--- src/rtl/result_bcd_display_pkg.sv ---
// Shared constants, state encoding and helpers for the signed-result BCD display block.
package result_bcd_display_pkg;

  localparam int DATA_W      = 7;
  localparam int ITER_CNT    = 7;
  localparam int ADD3_THRESH = 5;
  localparam int BCD_W       = 8;
  localparam int CNT_W       = 3;

  localparam logic [1:0] ST_IDLE  = 2'd0;
  localparam logic [1:0] ST_SHIFT = 2'd1;
  localparam logic [1:0] ST_DONE  = 2'd2;

  typedef struct packed {
    logic       sign;
    logic [3:0] tens;
    logic [3:0] ones;
    logic       ovf;
  } result_t;

  function automatic logic [3:0] bcd_add3(input logic [3:0] nib);
    return (nib >= 4'(ADD3_THRESH)) ? nib + 4'd3 : nib;
  endfunction

  // Negation is done one bit wider so -64 becomes +64 instead of wrapping back to -64.
  function automatic logic [DATA_W-1:0] magnitude(input logic [DATA_W-1:0] z);
    logic [DATA_W:0] ext;
    ext = {z[DATA_W-1], z};
    if (z[DATA_W-1]) ext = '0 - ext;
    return ext[DATA_W-1:0];
  endfunction

endpackage

--- src/rtl/bcd_to_seg7.sv ---
// BCD digit to active-low seven-segment pattern, segment order gfedcba; non-decimal codes blank.
module bcd_to_seg7 (
  input  logic [3:0] bcd,
  output logic [6:0] seg
);

  always_comb begin
    case (bcd)
      4'd0:    seg = 7'b1000000;
      4'd1:    seg = 7'b1111001;
      4'd2:    seg = 7'b0100100;
      4'd3:    seg = 7'b0110000;
      4'd4:    seg = 7'b0011001;
      4'd5:    seg = 7'b0010010;
      4'd6:    seg = 7'b0000010;
      4'd7:    seg = 7'b1111000;
      4'd8:    seg = 7'b0000000;
      4'd9:    seg = 7'b0010000;
      default: seg = 7'b1111111;
    endcase
  end

endmodule

--- src/rtl/result_bcd_display.sv ---
// Converts a 7-bit two's-complement result to sign + two BCD digits by double-dabble.
// Define RESULT_SEG7_EN to add registered active-low seven-segment outputs.
module result_bcd_display
  import result_bcd_display_pkg::*;
(
  input  logic              clk,
  input  logic              rst_n,
  input  logic [DATA_W-1:0] Z,
  input  logic              obit,
  input  logic              start,
  output logic              busy,
  output logic              done,
  output logic              sign,
  output logic [3:0]        tens,
  output logic [3:0]        ones,
  output logic              ovf
`ifdef RESULT_SEG7_EN
  ,
  output logic [6:0]        seg_sign,
  output logic [6:0]        seg_tens,
  output logic [6:0]        seg_ones
`endif
);

  logic [1:0]        state_q, state_d;
  logic [CNT_W-1:0]  cnt_q, cnt_d;
  logic [DATA_W-1:0] bin_q, bin_d;
  logic [BCD_W-1:0]  bcd_q, bcd_d;
  logic              sign_cap_q, sign_cap_d;
  logic              ovf_cap_q, ovf_cap_d;
  result_t           res_q, res_d;

  logic [BCD_W-1:0]  bcd_adj;
  logic [BCD_W-1:0]  bcd_step;
  logic [DATA_W-1:0] bin_step;
  logic              last_step;

  // One double-dabble step: add-3 correction, then shift the binary MSB into the BCD LSB.
  assign bcd_adj   = {bcd_add3(bcd_q[7:4]), bcd_add3(bcd_q[3:0])};
  assign bcd_step  = {bcd_adj[BCD_W-2:0], bin_q[DATA_W-1]};
  assign bin_step  = {bin_q[DATA_W-2:0], 1'b0};
  assign last_step = (state_q == ST_SHIFT) && (cnt_q == CNT_W'(ITER_CNT - 1));

  always_comb begin
    // NOTE: every variable gets a default first so no path leaves one unassigned (no latch).
    state_d    = state_q;
    cnt_d      = cnt_q;
    bin_d      = bin_q;
    bcd_d      = bcd_q;
    sign_cap_d = sign_cap_q;
    ovf_cap_d  = ovf_cap_q;
    res_d      = res_q;

    case (state_q)
      ST_IDLE: begin
        if (start) begin
          sign_cap_d = Z[DATA_W-1];
          ovf_cap_d  = obit;
          bin_d      = magnitude(Z);
          bcd_d      = '0;
          cnt_d      = '0;
          state_d    = ST_SHIFT;
        end
      end
      ST_SHIFT: begin
        bin_d = bin_step;
        bcd_d = bcd_step;
        cnt_d = cnt_q + CNT_W'(1);
        if (last_step) begin
          res_d   = '{sign: sign_cap_q, tens: bcd_step[7:4], ones: bcd_step[3:0], ovf: ovf_cap_q};
          state_d = ST_DONE;
        end
      end
      ST_DONE:  state_d = ST_IDLE;
      default:  state_d = ST_IDLE;
    endcase
  end

  // NOTE: sequential state uses non-blocking assignments so all flops update from pre-edge values.
  always_ff @(posedge clk or negedge rst_n) begin
    if (!rst_n) begin
      state_q    <= ST_IDLE;
      cnt_q      <= '0;
      bin_q      <= '0;
      bcd_q      <= '0;
      sign_cap_q <= 1'b0;
      ovf_cap_q  <= 1'b0;
      res_q      <= '0;
    end else begin
      state_q    <= state_d;
      cnt_q      <= cnt_d;
      bin_q      <= bin_d;
      bcd_q      <= bcd_d;
      sign_cap_q <= sign_cap_d;
      ovf_cap_q  <= ovf_cap_d;
      res_q      <= res_d;
    end
  end

  assign busy = (state_q != ST_IDLE);
  assign done = (state_q == ST_DONE);
  assign sign = res_q.sign;
  assign tens = res_q.tens;
  assign ones = res_q.ones;
  assign ovf  = res_q.ovf;

`ifdef RESULT_SEG7_EN
  logic [6:0] seg_tens_new, seg_ones_new;
  logic [6:0] seg_sign_q, seg_sign_d;
  logic [6:0] seg_tens_q, seg_tens_d;
  logic [6:0] seg_ones_q, seg_ones_d;

  bcd_to_seg7 u_seg_tens (.bcd(bcd_step[7:4]), .seg(seg_tens_new));
  bcd_to_seg7 u_seg_ones (.bcd(bcd_step[3:0]), .seg(seg_ones_new));

  // The sign digit reuses the decoder on an out-of-range code to get its blank pattern.
  logic [6:0] seg_blank;
  bcd_to_seg7 u_seg_sign (.bcd(4'hF), .seg(seg_blank));

  always_comb begin
    seg_sign_d = seg_sign_q;
    seg_tens_d = seg_tens_q;
    seg_ones_d = seg_ones_q;
    if (last_step) begin
      seg_sign_d = sign_cap_q ? 7'b0111111 : seg_blank;
      seg_tens_d = seg_tens_new;
      seg_ones_d = seg_ones_new;
    end
  end

  // Reset patterns match the cleared digits: blank sign, "0" in both digit positions.
  always_ff @(posedge clk or negedge rst_n) begin
    if (!rst_n) begin
      seg_sign_q <= 7'b1111111;
      seg_tens_q <= 7'b1000000;
      seg_ones_q <= 7'b1000000;
    end else begin
      seg_sign_q <= seg_sign_d;
      seg_tens_q <= seg_tens_d;
      seg_ones_q <= seg_ones_d;
    end
  end

  assign seg_sign = seg_sign_q;
  assign seg_tens = seg_tens_q;
  assign seg_ones = seg_ones_q;
`endif

endmodule

--- config.mk ---
export PLATFORM = sky130hd
export DESIGN_NAME = result_bcd_display
export DESIGN_NICKNAME = d
export VERILOG_FILES = /design/src/rtl/result_bcd_display_pkg.sv /design/src/rtl/bcd_to_seg7.sv /design/src/rtl/result_bcd_display.sv
export SDC_FILE = /design/constraint.sdc
export NUM_CORES = 1
export LEC_CHECK = 0
export ABC_AREA = 1
export BUFFER_PORTS_ARGS = -buffer_cell sky130_fd_sc_hd__buf_2
export CAP_MARGIN = 5
export CORE_UTILIZATION = 47
export CTS_CLUSTER_DIAMETER = 150
export DETAILED_ROUTE_END_ITERATION = 6
export GPL_ROUTABILITY_DRIVEN = 0
export PLACE_DENSITY = 0.75
export SLEW_MARGIN = 20
export SYNTH_ARGS = -nofsm -noshare
export SYNTH_HDL_FRONTEND = slang
export SYNTH_SLANG_ARGS = --single-unit
--- constraint.sdc ---
create_clock -name clk -period 2.2 [get_ports clk]
set_input_delay 0.22 -clock clk [delete_from_list [all_inputs] [get_ports clk]]
set_output_delay 0.22 -clock clk [all_outputs]
set_load 0.02 [all_outputs]
Word level (Yosys, flattened, before mapping):

Index checks and enable logic that the tools add are counted.

* input port bits: 11
* register bits after elaboration: 32
* word-level logic and storage cells: 41

* $add $sub $neg: 4
* eq/ne operators: 5
* order comparisons: 2
* reductions and logical operators: 8
* multiplexer cells: 12

Operators by type and width (count)
* $pmux W8 S2: 1
* $mux W7: 2
* $pmux W7 S2: 1
* $ge A4 B3 Y1 const B: 2
* $mux W8: 1
* $reduce_and A2 Y1: 4
* $sub A1 B7 Y7 const A: 1
* $mux W3: 2
* $pmux W3 S2: 1
* $add A4 B2 Y4 const B: 1
* $mux W2: 2
* $mux W4: 1
* $ne A2 B2 Y1 const B: 2
* $pmux W2 S2: 1
* $reduce_bool A2 Y1: 2
* $add A3 B1 Y3 const B: 1
* $add A3 B2 Y3 const B: 1
* $eq A3 B3 Y1 const B: 1
* $eq A2 B1 Y1 const B: 1
* $eq A2 B2 Y1 const B: 1
* $logic_not A2 Y1: 1
* $logic_and A1 B1 Y1: 1

Logic depth before layout (Yosys ltp):

* depth in word-level cells: 4
* gate-level depth with buffers: 8
* gate-level depth less buffers: 8

Worst setup path before layout:

Ideal clock, no wire load.

* path kind: register -> register
* start: reg cnt_q[0]
* end: reg res_q, in the netlist tens[0]
* arrival time: 1189 ps
* period minus slack after synthesis: 1307 ps
* library setup time: 118 ps
* stages on the path, launching flop included: 9
* setup slack: 893 ps
* cell sequence: dfrtp_1 > inv_1 > ha_1 > nand2_1 > nor2_8 > inv_2 > buf_6 > nand2_1 > nand2_1

* word-level cells in the longest chain between the ends: 3

Ends and longest elaborated chain
* start: declaration: line result_bcd_display.sv:26 `logic [CNT_W-1:0] cnt_q, cnt_d;`
* start signal: assignment: line result_bcd_display.sv:91 `cnt_q <= cnt_d;`
* $eq A3 B3 Y1: line result_bcd_display.sv:42 `assign last_step = (state_q == ST_SHIFT) && (cnt_q == CNT_W'(ITER_CNT - 1));`
* $logic_and A1 B1 Y1: line result_bcd_display.sv:42
* $reduce_and A2 Y1 (no source line)
* end signal: assignment: line result_bcd_display.sv:96 `res_q <= res_d;`
* end: declaration: line result_bcd_display.sv:31 `result_t res_q, res_d;`

No other way between the ends.
A chain may end at the register's enable or synchronous reset.

Worst setup path after layout:

* start: reg bcd_q[0]
* end: reg res_q, in the netlist ones[1]

* word-level cells in the longest chain between the ends: 2
* elaborated cells between the ends (all ways): 3
* classes of those cells: add/sub (1); order compare (1); mux (1)

Ends and longest elaborated chain
* start: declaration: line result_bcd_display.sv:28 `logic [BCD_W-1:0] bcd_q, bcd_d;`
* start signal: assignment: line result_bcd_display.sv:85 `bcd_q <= '0;`
* start signal: assignment: line result_bcd_display.sv:93 `bcd_q <= bcd_d;`
* $add A4 B2 Y4 or $ge A4 B3 Y1 (tied branches): line result_bcd_display_pkg.sv:22 `return (nib >= 4'(ADD3_THRESH)) ? nib + 4'd3 : nib;`
* $mux W4 *: line result_bcd_display_pkg.sv:22

Mark *: on every way between the ends. The rest lies on a longest branch, timed or not.

==> results by group <==
Status
  • Status: completed

Pwr
  • VDD IR max: 0.000423 V
  • Cell leakage power: 1.03 nW
  • P per Cell Area: 1390 mW/mm^2
  • Tot Pwr: 2.65 mW

Floorplan
  • Initial Util: 0.501
  • Core area: 0.00342 mm^2
  • Die area: 0.00389 mm^2
  • Die Wd: 62.3 um
  • Site Rows: 21
  • Die Y: 62.3 um
  • Ports: 23

Worst setup path
  • CP startpoint: bcd_q[0]
  • Reg-to-Reg End: ones[1]
  • Critical path class: register to register
  • Max FO, Critical Path: 5
  • CP required: 2.48 ns
  • Critical Path Source Type: register
  • CP Capture Type: register
  • R2r startpoint: bcd_q[0]
  • R2R depth: 8
  • Crit path to: ones[1]
  • Internal reg-to-reg setup slack: 0.66 ns
  • Data arrival, critical path: 1.83 ns

Detailed routing
  • DR vias: 1,360
  • Vias/cell: 5.02
  • Detail Route Antenna Nets: 0
  • Remaining DRCs: 0
  • Metal3 WL: 132 um
  • Highest metal used: met4
  • Initial DRT Pass Iterations: 4
  • Metal-1 WL: 1.46 mm
  • Routed len/inst: 11.5 um
  • Met2 WL: 1.47 mm
  • Routed WL: 3.11 mm
  • Starting DRT DRC Count: 69

Clock network
  • Post-CTS Resized: 0
  • Clk Latency, worst-skew pair: 0.33 ns
  • H-Tree Depth: 2
  • Longest Clk Path Bufs: 2
  • Clock transition at the registers of the reported paths: 0.10 ns
  • Root Buffer: clkbuf_4
  • CTS buffer count: 5
  • CTS tree: done
  • Clock net sink count: 32

Yosys
  • Syn Std Cell Area: 0.00171 mm^2
  • FF+latch count, synth: 32
  • Syn Nets: 215
  • Syn Inst Count: 197
  • Post-synth EDFFs: 0
  • Sequential area share after synthesis: 0.468
  • Ys flop type: dfrtp_1
  • Synth Area per Inst: 8.69 um^2
  • Warnings, synthesis: 0
  • Synth unique cells: 24
  • Ys async rst share: 1.00

STA
  • Slew @ Worst Pin: 0.702 ns
  • Max-slew violations: 0
  • Unrepaired setup endpoints after global routing: no
  • Hold slack: 0.0903 ns
  • Final period util: 0.702
  • Final setup TNS: 0 ns
  • Period minus WS final: 1.54 ns
  • Hold Violations, Final: 0
  • Max-slew headroom: 0.532
  • Final setup violation count: 0
  • Fmax: 0.648 GHz
  • Clock Skew: 0.00583 ns

Global route
  • First-pass GRT wire length: 5.88 mm
  • Total GRT Usage: 0.193
  • Largest net degree at the start of global routing: 33
  • Vias in the first global route: 1,364
  • Global route overflow: 0
  • Initial antenna violation count: 0

Finish
  • Non-Filler Instances: 271
  • Commonest non-fill, non-tap cells in the layout: nand2_1, dfrtp_1, nand3_1, buf_2, inv_1
  • Fin nets: 242
  • Share of layout cells above drive strength 1: 0.244
  • Area grow syn2layout: 11.8%
  • Inserted Diodes: 0
  • Most common cell after layout, fill and taps aside: nand2_1

Placed design
  • Number of port buffers: 22
  • Placed Cells: 262
  • Hpwl dp: 2.20 mm

Hold path
  • Hold crit path type: primary input to register

Run
  • MaxCap Viol Count: 0
==> per-stage QoR <==
step                worst slack [ns]  utilization  instance area, um^2
finish                         0.656        0.560                 1910
global route                   0.451        0.560                 1910
CTS                            0.699        0.560                 1910
detailed placement             0.736        0.540                 1840
global placement               0.722        0.540                 1840
floorplan                      0.893            -                 1710
==> registers in the layout (all words and copies together), names as in the netlist <==
register / flops
sign: 1
sign_cap_q: 1
cnt_q: 3
state_q: 2
ones: 4
ovf: 1
bcd_q: 8
bin_q: 7
tens: 4
ovf_cap_q: 1
==> worst min path at each step <==
stage          startpoint        end  slack [ns]  cells after the start
2_1_floorplan       rst_n   bcd_q[0]       -0.08                      0
3_3_place_gp        rst_n    tens[1]        0.31                      1
3_5_place_dp        rst_n    tens[1]        0.32                      1
4_1_cts              obit  ovf_cap_q        0.08                      3
5_1_grt              obit  ovf_cap_q        0.08                      3
6_report             obit  ovf_cap_q        0.09                      3
==> layout make-up <==
cell class	count	area, um^2
Inverter	25	98.8
Tap cell	46	57.6
Fill cell	338	1500
Sequential cell	32	801
Multi-Input combinational cell	137	777
Clock buffer	8	58.8
Timing Repair Buffer	23	120
==> power breakdown <==
part           switching, mW  internal (mW)  leakage, nW
clock network          0.196          0.158       0.0326
logic                  0.833          0.439        0.595
registers              0.174          0.854        0.402
total                   1.20           1.45         1.03
==> critical path: stages (launching register included) <==
cell and delay (ns):
dfrtp_1 0.44, inv_1 0.13, ha_1 0.15, inv_1 0.06
o21ai_0 0.28, nand2_1 0.17, nand2_1 0.12, nand3_1 0.08
nand2_1 0.06
==> synth_stat cells (2+ instances only) <==
library cell | n | share of area
o211ai_1 | 3 | 0.013
ha_1 | 7 | 0.051
nand2_2 | 9 | 0.033
o21ai_2 | 4 | 0.020
dfrtp_1 | 32 | 0.47
nand3_2 | 4 | 0.023
nor2_1 | 4 | 0.0088
inv_2 | 3 | 0.0066
nand2_1 | 58 | 0.13
a21oi_1 | 3 | 0.0088
o21ai_0 | 12 | 0.035
nor2_8 | 2 | 0.023
inv_4 | 2 | 0.0073
nand3_1 | 24 | 0.070
inv_1 | 20 | 0.044
nand4_1 | 2 | 0.0073
==> timing repair <==
action | in CTS | in global routing
hold buffers | 1 | 0
hold endpoints to repair | 32 | 0
buffers inserted | 0 | 0
==> routing by layer <==
layer,vias up,GRT usage
li1,697,-
met1,627,0.234
met2,29,0.320
met3,7,0.0607
met4,0,0.0727
met5,-,0
==> logic make-up (layout without fill, tap and decap cells) <==
group | after synthesis | in the layout | share of synthesized area
AO/OA/AOI/OAI | 25 | 25 | 0.0928
adder cells (fa/ha/maj) | 7 | 7 | 0.0512
buffers and inverters | 28 | 56 | 0.0782
flip-flops | 32 | 32 | 0.468
AND/OR/NAND/NOR | 105 | 105 | 0.310
(Power assumes the default switching activity.)
